## src/rtl/intxn_pkg.sv

```systemverilog
// Shared intersection definitions: light codes, request FSM states, fault codes.
package intxn_pkg;

  localparam logic [5:0] GNS  = 6'b100001;
  localparam logic [5:0] YNS  = 6'b010001;
  localparam logic [5:0] GEW  = 6'b001100;
  localparam logic [5:0] YEW  = 6'b001010;
  localparam logic [5:0] DARK = 6'b000000;

  typedef enum logic [1:0] {
    IDLE  = 2'd0,
    REQ   = 2'd1,
    SERVE = 2'd2
  } car_state_e;

  localparam logic [1:0] FAULT_NONE       = 2'b00;
  localparam logic [1:0] FAULT_PATTERN    = 2'b01;
  localparam logic [1:0] FAULT_TRANSITION = 2'b10;

  function automatic logic is_legal_code(input logic [5:0] code);
    return (code == GNS) || (code == YNS) || (code == GEW) || (code == YEW);
  endfunction

  // Holding a code is legal; otherwise only the forward step of the cycle is.
  function automatic logic is_legal_step(input logic [5:0] prev, input logic [5:0] cur);
    logic ok;
    ok = (cur == prev);
    case (prev)
      GNS:     ok = ok || (cur == YNS);
      YNS:     ok = ok || (cur == GEW);
      GEW:     ok = ok || (cur == YEW);
      YEW:     ok = ok || (cur == GNS);
      default: ok = 1'b0;
    endcase
    return ok;
  endfunction

endpackage

```

## src/rtl/sync_debounce.sv

```systemverilog
// Two-flop synchronizer followed by a persistence-count debouncer.
module sync_debounce #(
  parameter int unsigned DEBOUNCE_CYCLES = 50000
) (
  input  logic clk,
  input  logic reset,
  input  logic sensor_raw,
  output logic level
);

  localparam int unsigned CNT_W = $clog2(DEBOUNCE_CYCLES);
  localparam logic [CNT_W-1:0] CNT_LAST = CNT_W'(DEBOUNCE_CYCLES - 1);

  logic             sync_q1;
  logic             sync_q2;
  logic [CNT_W-1:0] count;

  always_ff @(posedge clk or posedge reset) begin
    if (reset) begin
      sync_q1 <= 1'b0;
      sync_q2 <= 1'b0;
    end else begin
      sync_q1 <= sensor_raw;
      sync_q2 <= sync_q1;
    end
  end

  // Accept a new level only after it has differed for DEBOUNCE_CYCLES edges in a row.
  always_ff @(posedge clk or posedge reset) begin
    if (reset) begin
      count <= '0;
      level <= 1'b0;
    end else if (sync_q2 == level) begin
      count <= '0;
    end else if (count == CNT_LAST) begin
      count <= '0;
      level <= sync_q2;
    end else begin
      count <= count + CNT_W'(1);
    end
  end

endmodule

```

## src/rtl/car_request_latch.sv

```systemverilog
// Latches debounced east/west vehicle requests for the intersection controller,
// times the wait and watches the light sequence for protocol faults.
module car_request_latch
  import intxn_pkg::*;
#(
  parameter int unsigned DEBOUNCE_CYCLES = 50000,
  parameter int unsigned TICK_CYCLES     = 50000000,
  parameter int unsigned WAIT_W          = 8
) (
  input  logic              clk,
  input  logic              reset,
  input  logic              sensor_raw,
  input  logic [5:0]        lights,
  output logic              car,
  output logic [WAIT_W-1:0] wait_sec,
  output logic              fault,
  output logic [1:0]        fault_code
);

  localparam int unsigned PRE_W = (TICK_CYCLES > 1) ? $clog2(TICK_CYCLES) : 1;
  localparam logic [PRE_W-1:0]  PRE_LAST = PRE_W'(TICK_CYCLES - 1);
  localparam logic [WAIT_W-1:0] WAIT_MAX = '1;

  logic             level;
  car_state_e       state;
  car_state_e       state_next;
  logic             car_next;
  logic [PRE_W-1:0] prescale;
  logic [5:0]       lights_q;
  logic [5:0]       prev_q;
  logic             pattern_err_c;
  logic             step_err_c;

  sync_debounce #(
    .DEBOUNCE_CYCLES(DEBOUNCE_CYCLES)
  ) u_sync_debounce (
    .clk       (clk),
    .reset     (reset),
    .sensor_raw(sensor_raw),
    .level     (level)
  );

  always_ff @(posedge clk or posedge reset) begin
    if (reset) begin
      state <= IDLE;
      car   <= 1'b0;
    end else begin
      state <= state_next;
      car   <= car_next;
    end
  end

  always_comb begin
    state_next = state;
    car_next   = 1'b0;
    case (state)
      IDLE:    if (level)         state_next = REQ;
      REQ:     if (lights == GEW) state_next = SERVE;
      SERVE:   if (lights == GNS) state_next = IDLE;
      default: state_next = IDLE;
    endcase
    car_next = (state_next == REQ);
  end

  // Wait timer restarts on REQ entry, runs only in REQ, holds elsewhere.
  always_ff @(posedge clk or posedge reset) begin
    if (reset) begin
      prescale <= '0;
      wait_sec <= '0;
    end else if ((state != REQ) && (state_next == REQ)) begin
      prescale <= '0;
      wait_sec <= '0;
    end else if (state == REQ) begin
      if (prescale == PRE_LAST) begin
        prescale <= '0;
        if (wait_sec != WAIT_MAX) wait_sec <= wait_sec + WAIT_W'(1);
      end else begin
        prescale <= prescale + PRE_W'(1);
      end
    end
  end

  // prev_q == DARK stands for "no legal code seen since reset".
  always_comb begin
    pattern_err_c = 1'b0;
    step_err_c    = 1'b0;
    if (lights_q != DARK) begin
      if (!is_legal_code(lights_q)) begin
        pattern_err_c = 1'b1;
      end else if ((prev_q != DARK) && !is_legal_step(prev_q, lights_q)) begin
        step_err_c = 1'b1;
      end
    end
  end

  always_ff @(posedge clk or posedge reset) begin
    if (reset) begin
      lights_q   <= DARK;
      prev_q     <= DARK;
      fault      <= 1'b0;
      fault_code <= FAULT_NONE;
    end else begin
      lights_q <= lights;
      if (is_legal_code(lights_q)) prev_q <= lights_q;
      if (!fault && (pattern_err_c || step_err_c)) begin
        fault      <= 1'b1;
        fault_code <= pattern_err_c ? FAULT_PATTERN : FAULT_TRANSITION;
      end
    end
  end

endmodule

```

## config.mk

```make
export PLATFORM = sky130hd
export DESIGN_NAME = car_request_latch
export DESIGN_NICKNAME = d
export VERILOG_FILES = /design/src/rtl/intxn_pkg.sv /design/src/rtl/sync_debounce.sv /design/src/rtl/car_request_latch.sv
export SDC_FILE = /design/constraint.sdc
export NUM_CORES = 1
export LEC_CHECK = 0
export ABC_CLOCK_PERIOD_IN_PS = 2100
export BUFFER_PORTS_ARGS = -buffer_cell sky130_fd_sc_hd__buf_2
export CAP_MARGIN = 25
export CORE_MARGIN = 8
export CORE_UTILIZATION = 50
export DETAILED_ROUTE_END_ITERATION = 10
export PLACE_DENSITY = 0.7
export SLEW_MARGIN = 20
export SYNTH_ARGS = -nofsm -noshare
export SYNTH_HDL_FRONTEND = slang
export SYNTH_SLANG_ARGS = --single-unit
```

## constraint.sdc

```tcl
create_clock -name clk -period 2.1 [get_ports clk]
set_input_delay 0.42 -clock clk [delete_from_list [all_inputs] [get_ports clk]]
set_output_delay 0.42 -clock clk [all_outputs]
set_load 0.005 [all_outputs]
```

== Yosys cells after proc, flatten, opt, wreduce, memory -nomap -nowiden ==
Index checks and enable logic that the tools add are counted.

* Bits in registers: 71
* Input port bits: 9
* Output and inout port bits: 12
* Logic and storage cells: 78

* $add $sub $neg: 3
* Equal/unequal tests: 19
* Multiplexer cells: 22
* Bitwise logic cells: 1
* Reductions and logical operators: 21

{| class="wikitable"
|+ Operator list
! operator !! count
|-
| $mux 26 || 3
|-
| $mux 16 || 2
|-
| $mux 8 || 4
|-
| $eq 6x4->1 const B || 5
|-
| $add 26x1->26 const B || 1
|-
| $eq 26x26->1 const B || 1
|-
| $eq 6x6->1 const B || 3
|-
| $add 16x1->16 const B || 1
|-
| $eq 16x16->1 const B || 1
|-
| $eq 6x5->1 const B || 2
|-
| $reduce_bool 6->1 || 2
|-
| $add 8x1->8 const B || 1
|-
| $logic_or 1x1->1 || 8
|-
| $mux 2 || 4
|-
| $ne 8x8->1 const B || 1
|-
| $mux 1 || 7
|-
| $eq 6x6->1 || 1
|-
| $pmux 2 s3 || 1
|-
| $reduce_bool 2->1 || 3
|-
| $eq 2x1->1 const B || 2
|-
| $pmux 1 s4 || 1
|-
| $logic_and 1x1->1 || 3
|-
| $reduce_and 3->1 || 1
|-
| $eq 2x2->1 const B || 1
|-
| other kinds (6) || 7
|}

== Logic depth before layout (Yosys ltp) ==
* Depth after elaboration: 13
* Mapped depth: 8
* Depth with buffers taken out: 6

== Hierarchy ==
Synthesis repeated with hierarchy kept, for this count alone.

* Cells, all modules: 368
* Area total of the unflattened synthesis: 3759.9 sq um

{| class="wikitable"
|+ Modules (own cells, without submodules)
! module !! instances !! cells each !! area an instance (sq um) !! seq. area each (sq um)
|-
| car_request_latch || 1 || 281 || 2777.7 || 1301.2
|-
| sync_debounce || 1 || 87 || 982.2 || 475.5
|}

== Worst setup path before layout ==
OpenSTA, ideal clock, no wires.

* Path kind: reg-to-reg
* From: reg prescale[0]
* To: reg wait_sec[3]
* Setup time: 78 ps
* Arrival time: 2032 ps
* Data required time: 2022 ps
* Setup slack: -10 ps
* Stages on the path, launching flop included: 8
* Path buffers: 1
* Period minus slack after synthesis: 2110 ps
* Path through: dfrtp_1 > ha_1 > and2_1 > nand2_1 > or4_1 > buf_2 > or4_1 > a21oi_1

* Longest elaborated chain between the ends: 3

{| class="wikitable"
|+ Ends and longest elaborated chain
! item !! line !! RTL
|-
| start, declared || car_request_latch.sv:28 || <nowiki>logic [PRE_W-1:0] prescale;</nowiki>
|-
| start signal, assigned || car_request_latch.sv:78 || <nowiki>prescale <= prescale + PRE_W'(1);</nowiki>
|-
| $eq 26x26->1 || car_request_latch.sv:74 || <nowiki>if (prescale == PRE_LAST) begin</nowiki>
|-
| $reduce_bool 2->1 (no source line) || -- ||
|-
| $reduce_and 3->1 (no source line) || -- ||
|-
| end signal, assigned || car_request_latch.sv:76 || <nowiki>if (wait_sec != WAIT_MAX) wait_sec <= wait_sec + WAIT_W'(1);</nowiki>
|-
| end, declared || car_request_latch.sv:15 || <nowiki>output logic [WAIT_W-1:0] wait_sec,</nowiki>
|}

Every way passes these cells.
A chain may end at the register's enable or synchronous reset.

== Worst setup path after layout ==
Same ends and word-level chain as after synthesis.

==> flow_metrics.env <==
export IMPL_status="completed"
export IMPL_antenna_found_initial=0
export IMPL_grt_max_degree=66
export IMPL_vias_per_cell=5.59
export IMPL_firstDrtPassIters=4
export IMPL_fmax_ghz=0.479
export IMPL_path_max_fanout=4
export IMPL_switching_share=0.288
export IMPL_crit_type="reg -> reg"
export IMPL_final_layout_size_suffix_gt1_frac=0.208
export IMPL_synth_area_leader_cell="dfrtp_1"
export IMPL_switching_power_uw=907
export IMPL_clock_root_buffer="clkbuf_8"
export IMPL_path_clk_slew_ns=0.07
export IMPL_combPwrFrac=0.193
export IMPL_synth_compound_area_share=0.0927
export IMPL_n_antenna_cell=0
export IMPL_syn_cell_area_um2=3660
export IMPL_setup_viol=0
export IMPL_grt_pass1_vias=2899
export IMPL_ys_async_sr_fraction=1.00
export IMPL_grt_pass1_wl_um=13100
export IMPL_cp_data_arrival_time_ns=2.35
export IMPL_io_pins=21
export IMPL_cts_tree="yes"
export IMPL_synth_nets=384
export IMPL_synth_top_family_by_area="simple AND/OR/NAND/NOR gates"
export IMPL_vias=2967
export IMPL_synth_area_leaders="dfrtp_1, xor2_1, nor2_1, xnor2_1, nand4_1"
export IMPL_worstSetupStartpointType="flop"
export IMPL_worstPathRequired_ns=2.37
export IMPL_globalplace_congestion=0.922
export IMPL_synth_simple_area_share=0.282
export IMPL_syn_area_per_cell_um2=9.83
export IMPL_initial_core_util=0.510
export IMPL_r2r_start="prescale[0]"
export IMPL_yosys_cell_count_top_type="dfrtp_1"
export IMPL_hold_viol_final=0
export IMPL_drcViolationCount=0
export IMPL_clk_latency_ns=0.34
export IMPL_row_count=31
export IMPL_synthTopCellsByCount="dfrtp_1, nor2_1, nand2_1, xor2_1, nand3_1"
export IMPL_track_usage=0.161
export IMPL_synth_edf_count=0
export IMPL_drtIter0Drc=130
export IMPL_clk_path_buf_depth=2
export IMPL_yosysTopAreaCellShare=0.486
export IMPL_tritoncts_num_buffers=9
export IMPL_slew_viol_final=0
export IMPL_grt_ovfl_total=0
export IMPL_tightest_slew_ns=0.474
export IMPL_die_h_um=102
export IMPL_syn_inst=372
export IMPL_synth_fa_ha_area_frac=0.0103
export IMPL_nNetsFinal=439
export IMPL_hold_class="in -> reg"
export IMPL_clkSinkCount=71
export IMPL_rsz0062_at_grt="true"
export IMPL_powerDensity_nw_per_um2=724
export IMPL_ys_ff_latch=71
export IMPL_ys_seq_area_frac=0.486
export IMPL_synth_cell_type_count=54
export IMPL_syn_to_final_growth_pct=18.9
export IMPL_core_area_um2=7180
export IMPL_wl_um=7650
export IMPL_drtAntennaViolNets=0
export IMPL_synth_xor_area_frac=0.108
export IMPL_synth_ff_type="dfrtp_1"
export IMPL_max_vdd_ir_drop_mv=0.376
export IMPL_power_share_clock=0.302
export IMPL_min_from="sensor_raw"
export IMPL_ys_warn_count=0
export IMPL_slew_headroom=0.684
export IMPL_leakage_uw=0.00190
export IMPL_cp_startpoint="prescale[0]"
export IMPL_worst_setup_path_end_kind="flop"
export IMPL_timing_final_crit_share=0.994
export IMPL_period_needed_ns=2.09
export IMPL_timing_final_ws_setup_ns=0.0117
export IMPL_die_w_um=102
export IMPL_skew_ns=0.0107
export IMPL_cts_htree_levels=3
export IMPL_intPower_uw=2240
export IMPL_wire_per_inst_um=14.4
export IMPL_place_worst_setup_slack_ns=0.0242
export IMPL_die_area_um2=10300
export IMPL_drv_cap=0
export IMPL_placed_area_um2=4100
export IMPL_final_area_um2=4350
export IMPL_dp_hpwl_um=5360
export IMPL_seq_power_share=0.506
export IMPL_io_buffers=20
export IMPL_synthMuxAreaShare=0.00308
==> layout by cell type (no fill, tap or decap), types with 10 or more instances in the layout <==
| cell type | instances |
|---|---|
| a21oi_1 | 11 |
| buf_2 | 20 |
| buf_4 | 34 |
| clkbuf_8 | 10 |
| dfrtp_1 | 69 |
| nand2_1 | 27 |
| nand3_1 | 21 |
| nand4_1 | 18 |
| nor2_1 | 50 |
| o21ai_0 | 10 |
| xnor2_1 | 19 |
| xor2_1 | 26 |
==> worst max-delay path, cell delays in order, from the launching register on <==
cell	delay, ns
dfrtp_1	0.44
ha_4	0.17
and2_4	0.15
nand2_2	0.07
or4_1	0.53
or4_1	0.51
a21oi_1	0.15
==> metrics by stage <==
step | TNS (ns) | hold WS [ns] | utilization | instances | total power [µW]
floorplan | 0 | 0.331 | - | 372 | 1970
global placement | 0 | 0.340 | 0.571 | 510 | 2150
detailed placement | 0 | 0.344 | 0.571 | 510 | 2170
CTS | 0 | 0.163 | 0.596 | 527 | 3130
global route | -0.0818 | 0.151 | 0.606 | 531 | 3340
finish | 0 | 0.180 | 0.606 | 531 | 3150
==> state kept, by name (all words and copies together) (netlist names) <==
register	flops
u_sync_debounce.level	1
u_sync_debounce.sync_q2	1
prev_q	6
u_sync_debounce.sync_q1	1
fault_code	2
lights_q	6
car	1
u_sync_debounce.count	16
prescale	26
wait_sec	8
state	2
fault	1
==> cell type report <==
type	instances	area [µm²]
clock buffers	13	149
clock inverters	3	18.8
fillers	614	2830
inverters	2	11.3
multi-input cells	286	1860
flip-flops and latches	71	1780
well taps	99	124
repair buffers	57	405
==> worst paths after layout <==
check	to	slack, ns	depth (start not counted)
max	wait_sec[3]	0.01	6
min	u_sync_debounce.sync_q1	0.18	1
max reg2reg	wait_sec[3]	0.01	6
min reg2reg	u_sync_debounce.sync_q2	0.36	0
max in group asynchronous	prescale[8]	0.98	4
min in group asynchronous	u_sync_debounce.count[15]	0.53	3
==> power groups by stage <==
| stage | Combinational [µW] | Sequential (µW) | Clock (µW) |
|---|---|---|---|
| floorplan | 376 | 1590 | 0 |
| finish | 607 | 1590 | 950 |
| CTS | 569 | 1580 | 981 |
| detailed placement | 564 | 1610 | 0 |
| global placement | 548 | 1600 | 0 |
| global route | 680 | 1610 | 1050 |
==> what timing repair did <==
item	CTS	global route
setup endpoints to repair	0	8
gates resized for setup	0	9
buffers inserted	0	4
endpoints found under the hold margin	6	0
hold buffers	1	0
==> metal layers <==
metal  global-route usage  wire, µm
met5                    0         0
met4               0.0504       107
met3               0.0454       252
met2                0.280      3950
met1                0.187      3330
==> kinds of logic after synthesis <==
| kind of cell | count (synthesis) |
|---|---|
| fa+ha+maj | 3 |
| compound gates | 51 |
| flops | 71 |
| buf+inv | 15 |
| simple gates | 186 |
| xor+xnor | 45 |
| mux | 1 |
Power figures use the tool's default switching activity.
